==> config.mk <==
export PLATFORM = sky130hd
export DESIGN_NAME = tl_ctrl_responder_flat
export DESIGN_NICKNAME = d
export VERILOG_FILES = /design/src/rtl/tl_ctrl_pkg.sv /design/src/rtl/tl_ctrl_responder_if.sv /design/src/rtl/tl_resp_queue.sv /design/src/rtl/tl_ctrl_responder.sv /design/src/flat_wrapper.sv
export SDC_FILE = /design/constraint.sdc
export NUM_CORES = 1
export LEC_CHECK = 0
export BUFFER_PORTS_ARGS = -buffer_cell sky130_fd_sc_hd__buf_2
export CAP_MARGIN = 25
export CORE_AREA = 2 2 271 206
export CTS_CLUSTER_SIZE = 28
export DETAILED_ROUTE_END_ITERATION = 12
export DIE_AREA = 0 0 273 208
export PLACE_DENSITY = 0.68
export SYNTH_ARGS = -nofsm -noshare
export SYNTH_HDL_FRONTEND = slang
export SYNTH_SLANG_ARGS = --single-unit
==> constraint.sdc <==
create_clock -name clock -period 6.9 [get_ports clock]
set_input_delay 0.345 -clock clock [delete_from_list [all_inputs] [get_ports clock]]
set_output_delay 0.345 -clock clock [all_outputs]
set_load 0.005 [all_outputs]
==> src/rtl/tl_ctrl_pkg.sv <==
// ---------------------------------------------------------------------------
// tl_ctrl_pkg
// Shared definitions for the TileLink control-register responder: A/D channel
// opcode constants, the response entry carried through the response queue,
// and a byte-merge helper used for masked register writes.
// No ports (package).
// ---------------------------------------------------------------------------
package tl_ctrl_pkg;

  // A-channel request opcodes
  localparam logic [2:0] A_PUT_FULL    = 3'd0;
  localparam logic [2:0] A_PUT_PARTIAL = 3'd1;
  localparam logic [2:0] A_ARITHMETIC  = 3'd2;
  localparam logic [2:0] A_LOGICAL     = 3'd3;
  localparam logic [2:0] A_GET         = 3'd4;

  // D-channel response opcodes
  localparam logic [2:0] D_ACCESS_ACK      = 3'd0;
  localparam logic [2:0] D_ACCESS_ACK_DATA = 3'd1;

  // One queued response, exactly the D payload that will be presented
  typedef struct packed {
    logic [2:0]  opcode;
    logic [1:0]  size;
    logic [11:0] source;
    logic        denied;
    logic [63:0] data;
  } respEntry_t;

  // Replace each byte of oldValue whose mask bit is set with the matching
  // byte of newValue; used for both PutFullData and PutPartialData.
  function automatic logic [63:0] mergeBytes(input logic [63:0] oldValue,
                                             input logic [63:0] newValue,
                                             input logic [7:0]  mask);
    logic [63:0] result;
    result = oldValue;
    for (int i = 0; i < 8; i++) begin
      if (mask[i]) result[8*i +: 8] = newValue[8*i +: 8];
    end
    return result;
  endfunction

endpackage

==> src/rtl/tl_ctrl_responder_if.sv <==
// ---------------------------------------------------------------------------
// tl_ctrl_responder_if
// TileLink-UL A/D channel bundle between a requester (master) and the
// control-register responder (slave).
//   A channel : valid/ready, opcode, size, source, address, mask, data, corrupt
//   D channel : valid/ready, opcode, size, source, denied, data
// ---------------------------------------------------------------------------
interface tl_ctrl_responder_if;

  logic        auto_in_a_valid;
  logic        auto_in_a_ready;
  logic [2:0]  auto_in_a_bits_opcode;
  logic [1:0]  auto_in_a_bits_size;
  logic [11:0] auto_in_a_bits_source;
  logic [30:0] auto_in_a_bits_address;
  logic [7:0]  auto_in_a_bits_mask;
  logic [63:0] auto_in_a_bits_data;
  logic        auto_in_a_bits_corrupt;

  logic        auto_in_d_valid;
  logic        auto_in_d_ready;
  logic [2:0]  auto_in_d_bits_opcode;
  logic [1:0]  auto_in_d_bits_size;
  logic [11:0] auto_in_d_bits_source;
  logic        auto_in_d_bits_denied;
  logic [63:0] auto_in_d_bits_data;

  // Requester side: issues A beats, accepts D beats
  modport master (
    output auto_in_a_valid, auto_in_a_bits_opcode, auto_in_a_bits_size,
           auto_in_a_bits_source, auto_in_a_bits_address, auto_in_a_bits_mask,
           auto_in_a_bits_data, auto_in_a_bits_corrupt, auto_in_d_ready,
    input  auto_in_a_ready, auto_in_d_valid, auto_in_d_bits_opcode,
           auto_in_d_bits_size, auto_in_d_bits_source, auto_in_d_bits_denied,
           auto_in_d_bits_data
  );

  // Responder side: accepts A beats, issues D beats
  modport slave (
    input  auto_in_a_valid, auto_in_a_bits_opcode, auto_in_a_bits_size,
           auto_in_a_bits_source, auto_in_a_bits_address, auto_in_a_bits_mask,
           auto_in_a_bits_data, auto_in_a_bits_corrupt, auto_in_d_ready,
    output auto_in_a_ready, auto_in_d_valid, auto_in_d_bits_opcode,
           auto_in_d_bits_size, auto_in_d_bits_source, auto_in_d_bits_denied,
           auto_in_d_bits_data
  );

endinterface

==> src/rtl/tl_resp_queue.sv <==
// ---------------------------------------------------------------------------
// tl_resp_queue
// Two-entry in-order FIFO of response entries. No flow-through: an entry
// written on one edge is visible at the output only after that edge.
// Ports:
//   clock, reset              : clock and synchronous active-low reset
//   enqValid_i / enqReady_o   : push request / room available (count != 2)
//   enqEntry_i                : entry to push
//   deqValid_o / deqReady_i   : head valid (count != 0) / head consumed
//   deqEntry_o                : head entry, all zeros while empty
// ---------------------------------------------------------------------------
module tl_resp_queue
  import tl_ctrl_pkg::*;
(
  input  logic       clock,
  input  logic       reset,
  input  logic       enqValid_i,
  output logic       enqReady_o,
  input  respEntry_t enqEntry_i,
  output logic       deqValid_o,
  input  logic       deqReady_i,
  output respEntry_t deqEntry_o
);

  respEntry_t entries_q [2];
  logic       wrPtr_q;
  logic       rdPtr_q;
  logic [1:0] count_q;
  logic [1:0] count_d;
  logic       push;
  logic       pop;

  // Ready and valid come straight from the occupancy register, so the
  // consumer's ready never reaches the producer's ready combinationally.
  assign enqReady_o = (count_q != 2'd2);
  assign deqValid_o = (count_q != 2'd0);
  assign deqEntry_o = deqValid_o ? entries_q[rdPtr_q] : '0;
  assign push       = enqValid_i && enqReady_o;
  assign pop        = deqValid_o && deqReady_i;

  // Occupancy bookkeeping: a simultaneous push and pop leaves the count
  // unchanged, only the pointers move.
  always_comb begin
    count_d = count_q;
    case ({push, pop})
      2'b10:   count_d = count_q + 2'd1;
      2'b01:   count_d = count_q - 2'd1;
      default: count_d = count_q;
    endcase
  end

  // Entry storage needs no reset; the occupancy count decides what is live.
  always_ff @(posedge clock) begin
    if (push) entries_q[wrPtr_q] <= enqEntry_i;
  end

  // Pointers and count, cleared by reset so queued responses are dropped.
  always_ff @(posedge clock) begin
    if (!reset) begin
      wrPtr_q <= 1'b0;
      rdPtr_q <= 1'b0;
      count_q <= 2'd0;
    end else begin
      if (push) wrPtr_q <= ~wrPtr_q;
      if (pop)  rdPtr_q <= ~rdPtr_q;
      count_q <= count_d;
    end
  end

endmodule

==> src/rtl/tl_ctrl_responder.sv <==
// ---------------------------------------------------------------------------
// tl_ctrl_responder
// TileLink-UL slave exposing NUM_REGS 64-bit control registers at BASE_ADDR.
// Gets return a snapshot of the register at accept time, Puts perform
// byte-masked writes, anything unsupported or outside the region gets a
// denied response. Responses are queued in order in a 2-entry FIFO.
// Ports:
//   clock : sole clock, rising edge
//   reset : synchronous active-low reset
//   bus   : A/D channel bundle (slave modport)
// ---------------------------------------------------------------------------
module tl_ctrl_responder
  import tl_ctrl_pkg::*;
#(
  parameter logic [30:0] BASE_ADDR = 31'h0200_0000,
  parameter int          NUM_REGS  = 8
)(
  input  logic                 clock,
  input  logic                 reset,
  tl_ctrl_responder_if.slave   bus
);

  localparam logic [3:0] NUM_REGS_L = 4'(NUM_REGS);

  logic [63:0] regs_q [NUM_REGS];
  logic [63:0] regs_d [NUM_REGS];
  logic [2:0]  regIdx;
  logic        regHit;
  logic        queueReady;
  logic        aFire;
  logic        writeEn;
  respEntry_t  newResp;
  respEntry_t  headResp;
  logic        unusedAddrBits;

  // Byte offset inside a register is not part of the decode.
  assign unusedAddrBits = ^bus.auto_in_a_bits_address[2:0];

  // Decode the A beat and build its response. Size is only two bits wide,
  // so it can never exceed the 8-byte register width and needs no check.
  always_comb begin
    regIdx  = bus.auto_in_a_bits_address[5:3];
    regHit  = (bus.auto_in_a_bits_address[30:6] == BASE_ADDR[30:6]) &&
              ({1'b0, regIdx} < NUM_REGS_L);
    aFire   = bus.auto_in_a_valid && queueReady;
    writeEn = 1'b0;
    newResp        = '0;
    newResp.size   = bus.auto_in_a_bits_size;
    newResp.source = bus.auto_in_a_bits_source;
    case (bus.auto_in_a_bits_opcode)
      A_GET: begin
        newResp.opcode = D_ACCESS_ACK_DATA;
        if (regHit) newResp.data   = regs_q[regIdx];
        else        newResp.denied = 1'b1;
      end
      A_PUT_FULL, A_PUT_PARTIAL: begin
        newResp.opcode = D_ACCESS_ACK;
        if (regHit && !bus.auto_in_a_bits_corrupt) writeEn = 1'b1;
        else                                       newResp.denied = 1'b1;
      end
      A_ARITHMETIC, A_LOGICAL: begin
        newResp.opcode = D_ACCESS_ACK_DATA;
        newResp.denied = 1'b1;
      end
      default: begin
        newResp.opcode = D_ACCESS_ACK;
        newResp.denied = 1'b1;
      end
    endcase
  end

  // Next register contents: only the addressed register changes, and only
  // the bytes enabled by the mask.
  always_comb begin
    for (int k = 0; k < NUM_REGS; k++) regs_d[k] = regs_q[k];
    if (aFire && writeEn) begin
      regs_d[regIdx] = mergeBytes(regs_q[regIdx], bus.auto_in_a_bits_data,
                                  bus.auto_in_a_bits_mask);
    end
  end

  // Register file; reset wins over any write arriving in the same cycle.
  always_ff @(posedge clock) begin
    if (!reset) begin
      for (int k = 0; k < NUM_REGS; k++) regs_q[k] <= '0;
    end else begin
      for (int k = 0; k < NUM_REGS; k++) regs_q[k] <= regs_d[k];
    end
  end

  tl_resp_queue u_respQueue (
    .clock      (clock),
    .reset      (reset),
    .enqValid_i (bus.auto_in_a_valid),
    .enqReady_o (queueReady),
    .enqEntry_i (newResp),
    .deqValid_o (bus.auto_in_d_valid),
    .deqReady_i (bus.auto_in_d_ready),
    .deqEntry_o (headResp)
  );

  assign bus.auto_in_a_ready       = queueReady;
  assign bus.auto_in_d_bits_opcode = headResp.opcode;
  assign bus.auto_in_d_bits_size   = headResp.size;
  assign bus.auto_in_d_bits_source = headResp.source;
  assign bus.auto_in_d_bits_denied = headResp.denied;
  assign bus.auto_in_d_bits_data   = headResp.data;

endmodule

==> src/flat_wrapper.sv <==
// flat-port wrapper written by rule: the top's interface ports become plain ports
module tl_ctrl_responder_flat import tl_ctrl_pkg::*;
#(
  parameter logic [30:0] BASE_ADDR = 31'h0200_0000,
  parameter int          NUM_REGS  = 8
)
  (clock, reset, bus_auto_in_a_valid, bus_auto_in_a_bits_opcode, bus_auto_in_a_bits_size, bus_auto_in_a_bits_source, bus_auto_in_a_bits_address, bus_auto_in_a_bits_mask, bus_auto_in_a_bits_data, bus_auto_in_a_bits_corrupt, bus_auto_in_d_ready, bus_auto_in_a_ready, bus_auto_in_d_valid, bus_auto_in_d_bits_opcode, bus_auto_in_d_bits_size, bus_auto_in_d_bits_source, bus_auto_in_d_bits_denied, bus_auto_in_d_bits_data);
  tl_ctrl_responder_if bus_i ();
  input  logic clock;
  input  logic reset;
  input wire logic [$bits(bus_i.auto_in_a_valid)-1:0] bus_auto_in_a_valid;
  input wire logic [$bits(bus_i.auto_in_a_bits_opcode)-1:0] bus_auto_in_a_bits_opcode;
  input wire logic [$bits(bus_i.auto_in_a_bits_size)-1:0] bus_auto_in_a_bits_size;
  input wire logic [$bits(bus_i.auto_in_a_bits_source)-1:0] bus_auto_in_a_bits_source;
  input wire logic [$bits(bus_i.auto_in_a_bits_address)-1:0] bus_auto_in_a_bits_address;
  input wire logic [$bits(bus_i.auto_in_a_bits_mask)-1:0] bus_auto_in_a_bits_mask;
  input wire logic [$bits(bus_i.auto_in_a_bits_data)-1:0] bus_auto_in_a_bits_data;
  input wire logic [$bits(bus_i.auto_in_a_bits_corrupt)-1:0] bus_auto_in_a_bits_corrupt;
  input wire logic [$bits(bus_i.auto_in_d_ready)-1:0] bus_auto_in_d_ready;
  output wire logic [$bits(bus_i.auto_in_a_ready)-1:0] bus_auto_in_a_ready;
  output wire logic [$bits(bus_i.auto_in_d_valid)-1:0] bus_auto_in_d_valid;
  output wire logic [$bits(bus_i.auto_in_d_bits_opcode)-1:0] bus_auto_in_d_bits_opcode;
  output wire logic [$bits(bus_i.auto_in_d_bits_size)-1:0] bus_auto_in_d_bits_size;
  output wire logic [$bits(bus_i.auto_in_d_bits_source)-1:0] bus_auto_in_d_bits_source;
  output wire logic [$bits(bus_i.auto_in_d_bits_denied)-1:0] bus_auto_in_d_bits_denied;
  output wire logic [$bits(bus_i.auto_in_d_bits_data)-1:0] bus_auto_in_d_bits_data;
  assign bus_i.auto_in_a_valid = bus_auto_in_a_valid;
  assign bus_i.auto_in_a_bits_opcode = bus_auto_in_a_bits_opcode;
  assign bus_i.auto_in_a_bits_size = bus_auto_in_a_bits_size;
  assign bus_i.auto_in_a_bits_source = bus_auto_in_a_bits_source;
  assign bus_i.auto_in_a_bits_address = bus_auto_in_a_bits_address;
  assign bus_i.auto_in_a_bits_mask = bus_auto_in_a_bits_mask;
  assign bus_i.auto_in_a_bits_data = bus_auto_in_a_bits_data;
  assign bus_i.auto_in_a_bits_corrupt = bus_auto_in_a_bits_corrupt;
  assign bus_i.auto_in_d_ready = bus_auto_in_d_ready;
  assign bus_auto_in_a_ready = bus_i.auto_in_a_ready;
  assign bus_auto_in_d_valid = bus_i.auto_in_d_valid;
  assign bus_auto_in_d_bits_opcode = bus_i.auto_in_d_bits_opcode;
  assign bus_auto_in_d_bits_size = bus_i.auto_in_d_bits_size;
  assign bus_auto_in_d_bits_source = bus_i.auto_in_d_bits_source;
  assign bus_auto_in_d_bits_denied = bus_i.auto_in_d_bits_denied;
  assign bus_auto_in_d_bits_data = bus_i.auto_in_d_bits_data;
  tl_ctrl_responder #(.BASE_ADDR(BASE_ADDR), .NUM_REGS(NUM_REGS)) u_core (.clock(clock), .reset(reset), .bus(bus_i));
endmodule
==> flow_summary.ini <==
[routing]
wl_per_cell_um = 25.0
wl_met1_mm = 34.9
firstDrtPassIters = 5
dr_wl_met2_mm = 35.4
ant_nets = 0
drt-total-wl_mm = 77.8
via_per_inst = 6.37
vias = 19800
drc_errors = 0
met3_length_mm = 5.82
drt_iter0_drc = 1870
top_layer = met4

[worst_hold_path]
holdCritPathClass = input pin to flop

[grt]
globalRoute.totalOverflow = 0
grt_max_degree = 81
grtUsageTotal_pct = 26.6
antenna_found_initial = 2
grt_pass1_vias = 19600
grt_pass1_wl_mm = 118

[yosys]
ys_seq_elements = 677
async_flop_share_pct = 0
postSynthCellCount = 2221
syn_avg_cell_area_um2 = 12.1
ys.flop_type = dfxtp_1
syn-cell-area_um2 = 26900
yosys.area.top_type = dfxtp_1
synth.area.top_cells = dfxtp_1 39%, edfxtp_1 18%, o2bb2ai_1 16%
synthDistinctLibCells = 47
synth_edf_count = 160
yosys.area.top_type_share_pct = 38.5
ys_seq_area_share_pct = 56.4
ys_warn_count = 0

[worst_setup_path]
worstPathArrival_ns = 2.99
slowest_stage = dfxtp_4
crit_type = flop to output pin
endpoint_kind = output pin
path_max_fanout = 41
required_ns = 6.55
startpoint_type = flop
crit_chain = buf_4 > mux2i_1 > nor2_1 > buf_2
slowest_delay_ns = 0.83

[timing]
period_share_pct = 48.4
rsz0062_at_grt = false
slew_violations = 0
setup_viol = 0
finalSetupTns_ns = 0
max_slew_margin_pct = 24.0
finalClockSkew_ns = 0.0151
fin_crit_ns = 3.34
fmax_mhz = 300
tightest_slew_ns = 1.14
hold_viol = 0

[cts]
cts_sinks = 677
cts_resized = 0
cts.path.max_buffers = 3
cts-buffers-inserted = 66
cts_max_level = 3
clk_latency_ns = 0.61
cts_tree = built
path_clk_slew_ns = 0.06
ctsRootBufferMaster = clkbuf_16

[outcome]
status = complete, no violations

[power_and_ir_drop]
p_per_area_nw_per_um2 = 301
finalPower_mw = 9.23
power_leakage_nw = 11.4
ir_drop_mv = 0.207

[placement]
dpl.hpwl_mm = 41.3
gp_congestion = 0.797
placed_cells = 2971
numPortBuffers = 203

[final_layout]
final_cell_count_no_fill = 3109
drive_gt1_share_pct = 18.2
post-route-util_pct = 56.7
nNetsFinal = 2461
syn2layout_area_growth_pct = 14.0

[floorplan]
design.portCount = 209
die_y_um = 208
die_area_um2 = 56800
start_util_pct = 49.7
core_um2 = 54100
fp-row-count = 74
die_w_um = 273

[run]
cap_violations = 0
cells in the final DEF, fill, tap and decap left out, drive strengths merged, types with 3 or more instances in the layout:
| master | Yosys | routed |
|---|---|---|
| o22ai | 125 | 125 |
| and2 | 6 | 6 |
| dfxtp | 517 | 517 |
| nand2b | 3 | 3 |
| inv | 10 | 14 |
| a22o | 32 | 32 |
| a21oi | 3 | 3 |
| nor4b | 4 | 4 |
| o21ai | 125 | 125 |
| or3 | 5 | 5 |
| nand3 | 3 | 3 |
| mux2i | 84 | 84 |
| mux2 | 250 | 250 |
| edfxtp | 160 | 160 |
| nand2 | 14 | 14 |
| dlygate4sd3 | 0 | 14 |
| nor2 | 95 | 95 |
| buf | 104 | 229 |
| clkbuf | 94 | 97 |
| nand4 | 3 | 3 |
| xnor2 | 3 | 3 |
| o21a | 3 | 3 |
| clkinv | 0 | 14 |
| nor4 | 5 | 5 |
| o2bb2ai | 480 | 480 |
| a21boi | 9 | 9 |
| nor3 | 72 | 72 |
stage by stage:
step / hold slack [ns] / area [µm²] / worst slack (ns)
after floorplan: 0.425 / 26900 / 2.29
after global placement: 0.437 / 28300 / 3.14
after detailed placement: 0.439 / 28300 / 3.08
after CTS: 0.109 / 30500 / 3.48
after global routing: 0.139 / 30600 / 3.41
final: 0.131 / 30600 / 3.56
power breakdown:
group	internal, mW	switching (mW)
Clock	2.02	1.51
Sequential	4.25	0.0964
Combinational	0.477	0.868
cells in the mapped netlist (3+ instances only):
master and instances:
nor3_2 7, edfxtp_1 160, a21oi_1 3, nor4b_2 3
o21ai_0 80, nor2_1 95, nand3_1 3, nor3_1 65
a21boi_1 8, or3_1 5, xnor2_1 3, clkbuf_1 94
mux2_2 70, mux2_1 180, mux2i_1 84, o21a_1 3
nand2b_1 3, dfxtp_1 517, a22o_1 32, o22ai_1 125
inv_1 10, buf_4 7, o2bb2ai_1 480, nand2_1 14
and2_1 6, o21ai_1 45, buf_2 73, buf_1 24
sequential cells by signal (all words and copies together) (netlist names), named ones only:
register / cells
u_core.regs_q: 512
u_core.u_respQueue.wrPtr_q: 1
u_core.u_respQueue.count_q: 2
u_core.u_respQueue.entries_q: 160
u_core.u_respQueue.rdPtr_q: 1
worst max-delay path: cells and delay by family, from the launching register on:
family / cells / cell delay [ns]
buf+inv: 2 / 0.92
simple gates: 1 / 0.08
mux: 1 / 0.53
flops: 1 / 0.83
logic make-up (layout without fill, tap and decap cells):
| logic type | Yosys count | after routing | share of synthesized area, % |
|---|---|---|---|
| adder cells (fa/ha/maj) | 1 | 1 | 0.0466 |
| buffers and inverters | 208 | 371 | 3.34 |
| flip-flops | 677 | 677 | 56.4 |
| multiplexers | 334 | 334 | 13.6 |
| XOR/XNOR | 4 | 4 | 0.130 |
| AND/OR/NAND/NOR | 217 | 217 | 4.08 |
| AO/OA/AOI/OAI | 779 | 779 | 22.4 |
| other | 1 | 4 | 0.0140 |
final timing paths:
kind	from	endpoint	slack, ns	cells after the start
max reg2reg	u_core.u_respQueue.count_q[0]$_SDFFE_PN0P_	u_core.regs_q[5][41]$_SDFFE_PN0P_	3.66	6
min	reset	flop	0.13	2
max	flop	bus_auto_in_d_bits_data[9]	3.56	4
min reg2reg	u_core.regs_q[0][42]$_SDFFE_PN0P_	u_core.regs_q[0][42]$_SDFFE_PN0P_	0.45	1
final cells by class:
| cell class | count | area, µm² |
|---|---|---|
| tap | 722 | 903 |
| inverter | 10 | 37.5 |
| sequential | 677 | 15200 |
| timing repair buffer | 243 | 1420 |
| clock buffer | 97 | 1970 |
| clock inverter | 21 | 141 |
| antenna | 2 | 5.00 |
| fill | 4357 | 23400 |
| multi-input combinational | 1337 | 11000 |
per-layer routing:
metal / track usage (%) / vias up
met5: 0 / -
met4: 7.05 / 0
met3: 4.05 / 124
met2: 42.1 / 906
met1: 38.0 / 9887
li1: - / 8897
timing repair:
| item | in CTS | in global routing |
|---|---|---|
| hold buffers | 14 | 0 |
| endpoints found under the hold margin | 28 | 0 |
| buffers inserted | 0 | 0 |
| setup endpoints to repair | 0 | 0 |
No activity file was read; power rests on OpenSTA's default activity.
